<file path="src/rtl/wb_pkg.sv">
// Shared definitions for the Wishbone host master.
// Contents:
//   - WB_AW / WB_DW : default address and data widths
//   - state_e       : master FSM states (IDLE, BUS, RESP)
//   - wb_req_t      : latched request (we, adr, dat, sel)
package wb_pkg;

  localparam int WB_AW = 32;
  localparam int WB_DW = 32;

  typedef enum logic [1:0] {
    IDLE = 2'd0,
    BUS  = 2'd1,
    RESP = 2'd2
  } state_e;

  typedef struct packed {
    logic                 we;
    logic [WB_AW-1:0]     adr;
    logic [WB_DW-1:0]     dat;
    logic [WB_DW/8-1:0]   sel;
  } wb_req_t;

endpackage

</file>
<file path="src/rtl/wb_timeout_ctr.sv">
// Ack-wait timeout counter.
// Counts cycles while enabled. tc_o is high during the TO_CYCLES-th enabled
// cycle after a clear, so a bus cycle is aborted after exactly TO_CYCLES
// cycles of cyc/stb. TO_CYCLES = 0 disables the terminal count entirely.
// Ports:
//   clk_i  : clock
//   rst_ni : asynchronous active-low reset
//   clr_i  : restart the count (takes priority over en_i)
//   en_i   : count this cycle
//   tc_o   : terminal count reached
module wb_timeout_ctr #(
  parameter int unsigned TO_CYCLES = 255,
  parameter int unsigned TO_W      = 8
) (
  input  logic clk_i,
  input  logic rst_ni,
  input  logic clr_i,
  input  logic en_i,
  output logic tc_o
);

  // The count is 0 in the first enabled cycle, so the terminal value is one
  // less than the number of cycles to wait.
  localparam logic [TO_W-1:0] TERM = (TO_CYCLES == 0) ? '0 : TO_W'(TO_CYCLES - 1);
  localparam bit              TO_EN = (TO_CYCLES != 0);

  logic [TO_W-1:0] cnt_q, cnt_d;

  always_comb begin
    cnt_d = cnt_q;
    if (clr_i) begin
      cnt_d = '0;
    end else if (en_i && !tc_o && TO_EN) begin
      cnt_d = cnt_q + TO_W'(1);
    end
  end

  always_ff @(posedge clk_i or negedge rst_ni) begin
    if (!rst_ni) begin
      cnt_q <= '0;
    end else begin
      cnt_q <= cnt_d;
    end
  end

  assign tc_o = TO_EN && (cnt_q == TERM);

endmodule

</file>
<file path="src/rtl/wb_host_master.sv">
// Wishbone classic (B4, non-pipelined) single-transfer initiator.
// Accepts one request on a valid/ready interface, runs one bus cycle, and
// returns read data or a timeout error on a valid/ready response interface.
// Ports:
//   wb_clk_i, wb_rst_ni                  : clock, async active-low reset
//   req_valid/req_ready/req_we/adr/dat/sel : request channel
//   rsp_valid/rsp_ready/rsp_dat/rsp_err    : response channel
//   wbm_cyc_o/stb_o/we_o/sel_o/adr_o/dat_o : Wishbone master outputs
//   wbm_ack_i, wbm_dat_i                   : Wishbone slave returns
//   busy                                   : FSM not in IDLE
module wb_host_master
  import wb_pkg::*;
#(
  parameter int          AW        = WB_AW,
  parameter int          DW        = WB_DW,
  parameter int unsigned TO_CYCLES = 255,
  parameter int unsigned TO_W      = 8
) (
  input  logic            wb_clk_i,
  input  logic            wb_rst_ni,
  input  logic            req_valid,
  output logic            req_ready,
  input  logic            req_we,
  input  logic [AW-1:0]   req_adr,
  input  logic [DW-1:0]   req_dat,
  input  logic [DW/8-1:0] req_sel,
  output logic            rsp_valid,
  input  logic            rsp_ready,
  output logic [DW-1:0]   rsp_dat,
  output logic            rsp_err,
  output logic            wbm_cyc_o,
  output logic            wbm_stb_o,
  output logic            wbm_we_o,
  output logic [DW/8-1:0] wbm_sel_o,
  output logic [AW-1:0]   wbm_adr_o,
  output logic [DW-1:0]   wbm_dat_o,
  input  logic            wbm_ack_i,
  input  logic [DW-1:0]   wbm_dat_i,
  output logic            busy
);

  // The latched request uses the package struct, so the widths must agree.
  if (AW != WB_AW || DW != WB_DW) begin : g_width_check
    $error("wb_host_master: AW/DW must match wb_pkg WB_AW/WB_DW");
  end
  if ((DW % 8) != 0) begin : g_dw_check
    $error("wb_host_master: DW must be a multiple of 8");
  end

  state_e          state_q;
  wb_req_t         req_q;
  logic            cyc_q;
  logic            req_ready_q;
  logic            rsp_valid_q;
  logic [DW-1:0]   rsp_dat_q;
  logic            rsp_err_q;

  logic            accept;
  logic            to_tc;

  assign accept = (state_q == IDLE) && req_valid;

  wb_timeout_ctr #(
    .TO_CYCLES (TO_CYCLES),
    .TO_W      (TO_W)
  ) u_timeout (
    .clk_i  (wb_clk_i),
    .rst_ni (wb_rst_ni),
    .clr_i  (accept),
    .en_i   (state_q == BUS),
    .tc_o   (to_tc)
  );

  always_ff @(posedge wb_clk_i or negedge wb_rst_ni) begin
    if (!wb_rst_ni) begin
      state_q     <= IDLE;
      req_q       <= '0;
      cyc_q       <= 1'b0;
      req_ready_q <= 1'b1;
      rsp_valid_q <= 1'b0;
      rsp_dat_q   <= '0;
      rsp_err_q   <= 1'b0;
    end else begin
      unique case (state_q)
        IDLE: begin
          if (req_valid) begin
            req_q       <= '{we: req_we, adr: req_adr, dat: req_dat, sel: req_sel};
            cyc_q       <= 1'b1;
            req_ready_q <= 1'b0;
            state_q     <= BUS;
          end
        end
        BUS: begin
          // Ack is checked before the terminal count so a late ack still
          // completes the transfer normally.
          if (wbm_ack_i) begin
            rsp_dat_q   <= req_q.we ? '0 : wbm_dat_i;
            rsp_err_q   <= 1'b0;
            cyc_q       <= 1'b0;
            rsp_valid_q <= 1'b1;
            state_q     <= RESP;
          end else if (to_tc) begin
            rsp_dat_q   <= '0;
            rsp_err_q   <= 1'b1;
            cyc_q       <= 1'b0;
            rsp_valid_q <= 1'b1;
            state_q     <= RESP;
          end
        end
        RESP: begin
          if (rsp_ready) begin
            rsp_valid_q <= 1'b0;
            req_ready_q <= 1'b1;
            state_q     <= IDLE;
          end
        end
        default: begin
          state_q     <= IDLE;
          cyc_q       <= 1'b0;
          req_ready_q <= 1'b1;
          rsp_valid_q <= 1'b0;
        end
      endcase
    end
  end

  assign req_ready = req_ready_q;
  assign rsp_valid = rsp_valid_q;
  assign rsp_dat   = rsp_dat_q;
  assign rsp_err   = rsp_err_q;

  // Address/data/select/we come only from the latched request and simply
  // hold their last value outside a bus cycle.
  assign wbm_cyc_o = cyc_q;
  assign wbm_stb_o = cyc_q;
  assign wbm_we_o  = req_q.we;
  assign wbm_adr_o = req_q.adr;
  assign wbm_dat_o = req_q.dat;
  assign wbm_sel_o = req_q.sel;
  assign busy      = (state_q != IDLE);

endmodule

</file>
<file path="config.mk">
export PLATFORM = sky130hd
export DESIGN_NAME = wb_host_master
export DESIGN_NICKNAME = d
export VERILOG_FILES = /design/src/rtl/wb_pkg.sv /design/src/rtl/wb_timeout_ctr.sv /design/src/rtl/wb_host_master.sv
export SDC_FILE = /design/constraint.sdc
export NUM_CORES = 1
export LEC_CHECK = 0
export CAP_MARGIN = 0
export CORE_ASPECT_RATIO = 1.1
export CORE_UTILIZATION = 43
export CTS_BUF_LIST = sky130_fd_sc_hd__clkbuf_8
export CTS_CLUSTER_SIZE = 20
export DETAILED_ROUTE_END_ITERATION = 7
export GPL_TIMING_DRIVEN = 0
export PLACE_DENSITY = 0.82
export SYNTH_ARGS = -nofsm -noshare
export SYNTH_HDL_FRONTEND = slang
export SYNTH_HIERARCHICAL = 1
export SYNTH_SLANG_ARGS = --single-unit
</file>
<file path="constraint.sdc">
create_clock -name wb_clk_i -period 2.3 [get_ports wb_clk_i]
set_input_delay 0.46 -clock wb_clk_i [delete_from_list [all_inputs] [get_ports wb_clk_i]]
set_output_delay 0.46 -clock wb_clk_i [all_outputs]
set_load 0.02 [all_outputs]
</file>
==> results.json <==
{
  "setup-violations-final": 0,
  "synth.top_cell.area_share_pct": 60.7,
  "grt.overflow.total": 0,
  "syn_nets": 479,
  "hold_violations": 0,
  "drt-initial-drc-count": 150,
  "post_cts_buffers": 0,
  "postCtsHoldBufs": 0,
  "dp_slack_ns": -0.0303,
  "drt_pre_antenna_iters": 4,
  "n_antenna_cell": 0,
  "drt-met1-wl_mm": 4.68,
  "antenna_found_initial": 0,
  "routabilityCongestion": 0.753,
  "portBuffers": 212,
  "routed_via_density": 4.87,
  "yosys.area.top_type": "dfrtp_1",
  "max_clock_freq_mhz": 459,
  "grt_max_degree": 71,
  "arrival_ns": 1.72,
  "wl_met3_mm": 1.11,
  "layoutNonFillerInstCount": 758,
  "layout-drive-gt1-share_pct": 19.7,
  "post-route-min-period_ns": 2.18,
  "yosysWarnings": 6,
  "grt.total_usage_pct": 21.6,
  "drt_wl_total_mm": 11.7,
  "path_cells": "or2_4 -> clkdlybuf4s50_1",
  "synth_area_leaders": "dfrtp_1 61%, mux2_2 15%, o21ai_0 6.7%",
  "p_per_area_mw_per_mm2": 1440,
  "ys_seq_area_share_pct": 61.2,
  "slew_viol_final": 0,
  "fin_area_mm2": 0.00747,
  "dr.max_layer_used": "met4",
  "netlist_instances": 371,
  "slowest_stage": "clkdlybuf4s50_1",
  "fin_ws_ns": 0.120,
  "start_util_pct": 44.8,
  "cp_data_required_time_ns": 1.84,
  "syn_area_mm2": 0.00470,
  "drcViolationCount": 0,
  "dpl.hpwl_mm": 8.81,
  "hp-class": "in -> async",
  "cts_tree": "built",
  "cts_resized": 0,
  "peakVddDrop_mv": 0.798,
  "nets": 711,
  "grt_pass1_wl_mm": 18.7,
  "io_pins": 213,
  "grt_pass1_vias": 3859,
  "tns_ns": 0,
  "maxCapViolCount": 0,
  "p_leak_nw": 3.13,
  "placed_cells": 727,
  "dieArea_mm2": 0.0114,
  "critPathMaxStageDelay_ns": 0.56,
  "rsz0062_at_grt": "no",
  "die_x_um": 102,
  "postSynthAreaPerCell_um2": 12.7,
  "path_clk_slew_ns": 0.07,
  "wl_met2_mm": 5.73,
  "regToRegSetupSlack_ns": 0.30,
  "ctsLongestPathBuffers": 2,
  "num_rows": 39,
  "cts_buffers": 17,
  "clock_skew_ns": 0.00787,
  "final_util_pct": 71.2,
  "tightest_slew_ns": 0.592,
  "ys_types": 38,
  "place_area_mm2": 0.00703,
  "status": "completed",
  "clkSinkCount": 115,
  "die_y_um": 112,
  "cts-htree-levels": 4,
  "ys_ff_latch": 115,
  "ant_nets": 0,
  "wire_per_inst_um": 15.4,
  "root_buffer": "clkbuf_8",
  "critical_path_class": "reg -> out",
  "fin_crit_sh_pct": 94.8,
  "slew_headroom_pct": 60.5,
  "syn_to_final_growth_pct": 58.9,
  "startpoint_type": "flip-flop",
  "num_vias": 3689,
  "clk_latency_ns": 0.42,
  "core_mm2": 0.0105,
  "worstPathMaxFanout": 5,
  "setup.worst_path.end_class": "output port"
}
cells in the mapped netlist:
cell and n:
buf_6 7, ha_1 2, buf_2 4, nor2_8 1, a21oi_1 5, nand2_1 36, o22a_1 1, nor2_1 12
or3_1 1, o31ai_1 1, o21ai_0 63, mux2_2 64, dfstp_2 1, and4_1 1, inv_1 4, or2_4 1
mux2_4 3, mux2_1 6, nand2b_2 1, dfrtp_1 114, nor2b_1 7, inv_2 1, a31oi_1 2, nor3b_1 1
a21o_1 1, nand4_2 1, a21oi_2 2, and3_1 2, nand3b_1 1, nand3_1 3, nand4_1 2, o211a_1 1
a211oi_1 2, buf_4 2, o21ai_2 1, clkbuf_1 10, a21boi_0 1, o21ai_1 3
routing by layer:
metal / track usage, % / vias up
met5: 0 / -
met4: 7.63 / 0
met3: 8.85 / 13
met2: 36.0 / 161
met1: 24.8 / 1755
li1: - / 1760
registers in the layout, summed over array words and instances, names as in the netlist:
| signal | count |
|---|---|
| rsp_err | 1 |
| wbm_adr_o | 32 |
| wbm_sel_o | 4 |
| req_ready | 1 |
| u_timeout/cnt_q | 8 |
| wbm_we_o | 1 |
| wbm_cyc_o | 1 |
| rsp_valid | 1 |
| wbm_dat_o | 32 |
| rsp_dat | 32 |
| state_q | 2 |
final timing paths:
kind,from,end,cells after the start
worst min-delay path,wb_rst_ni,wbm_dat_o[13]$_DFFE_PN0P_,1
worst max register to register,state_q[0]$_DFFE_PN0P_,u_timeout/cnt_q[0]$_DFFE_PN0P_,6
worst min register to register,wbm_dat_o[2]$_DFFE_PN0P_,wbm_dat_o[2]$_DFFE_PN0P_,1
min in group wb_clk_i,wbm_dat_o[2]$_DFFE_PN0P_,wbm_dat_o[2]$_DFFE_PN0P_,1
max in group asynchronous,wb_rst_ni,req_ready$_DFFE_PN1P_,2
worst max-delay path,state_q[0]$_DFFE_PN0P_,busy,2
area by class of cell:
| cell class | count | area (um2) |
|---|---|---|
| multi-input combinational | 228 | 1650 |
| timing repair buffer | 213 | 2150 |
| inverter | 5 | 18.8 |
| fill | 751 | 3020 |
| buffer | 23 | 151 |
| sequential | 115 | 2880 |
| clock buffer | 21 | 289 |
| tap | 143 | 179 |
| clock inverter | 10 | 155 |
cell usage in the layout (no fill, tap or decap), types with 2 or more instances in the layout:
cell type        count
nand4_1              2
clkbuf_1            10
buf_4                3
mux2_1               6
ha_1                 2
inv_1                5
buf_2                4
a31oi_1              2
and3_1               2
clkdlybuf4s50_1    211
nor2_1              12
o21ai_0             63
bufinv_16            4
o21ai_1              3
nand3_1              3
a21oi_1              5
a211oi_1             2
nand2_1             36
nor2b_1              7
a21oi_2              2
buf_6                7
mux2_2              64
mux2_4               3
clkinv_2             3
clkbuf_8            21
dfrtp_1            114
critical path: cells and delay by family, from the launching register on:
kind | cells | cell delay, ns
simple gates | 1 | 0.31
buf+inv | 1 | 0.56
flops | 1 | 0.44
power breakdown:
part | leakage [nW] | switching (mW) | internal [mW]
logic | 1.48 | 2.51 | 2.69
clock network | 0.229 | 0.765 | 1.28
registers | 1.42 | 0.539 | 3.00
metrics by stage:
step	total power [mW]	hold slack, ns
floorplan	6.24	0.164
global placement	8.67	0.470
detailed placement	8.82	0.475
CTS	10.9	0.0383
global route	11.4	0.0714
finish	10.8	0.0535
cells by family (layout without fill, tap and decap cells):
kind of cell	after synthesis	count (layout)	share of synthesized area, %
buffers and inverters	28	272	3.62
DFF	115	115	61.2
AOI/OAI and AO/OA	83	83	9.58
and+or+nand+nor	70	70	7.32
adders and majority gates	2	2	0.532
muxes	73	73	17.7
No activity file was read; power rests on OpenSTA's default activity.
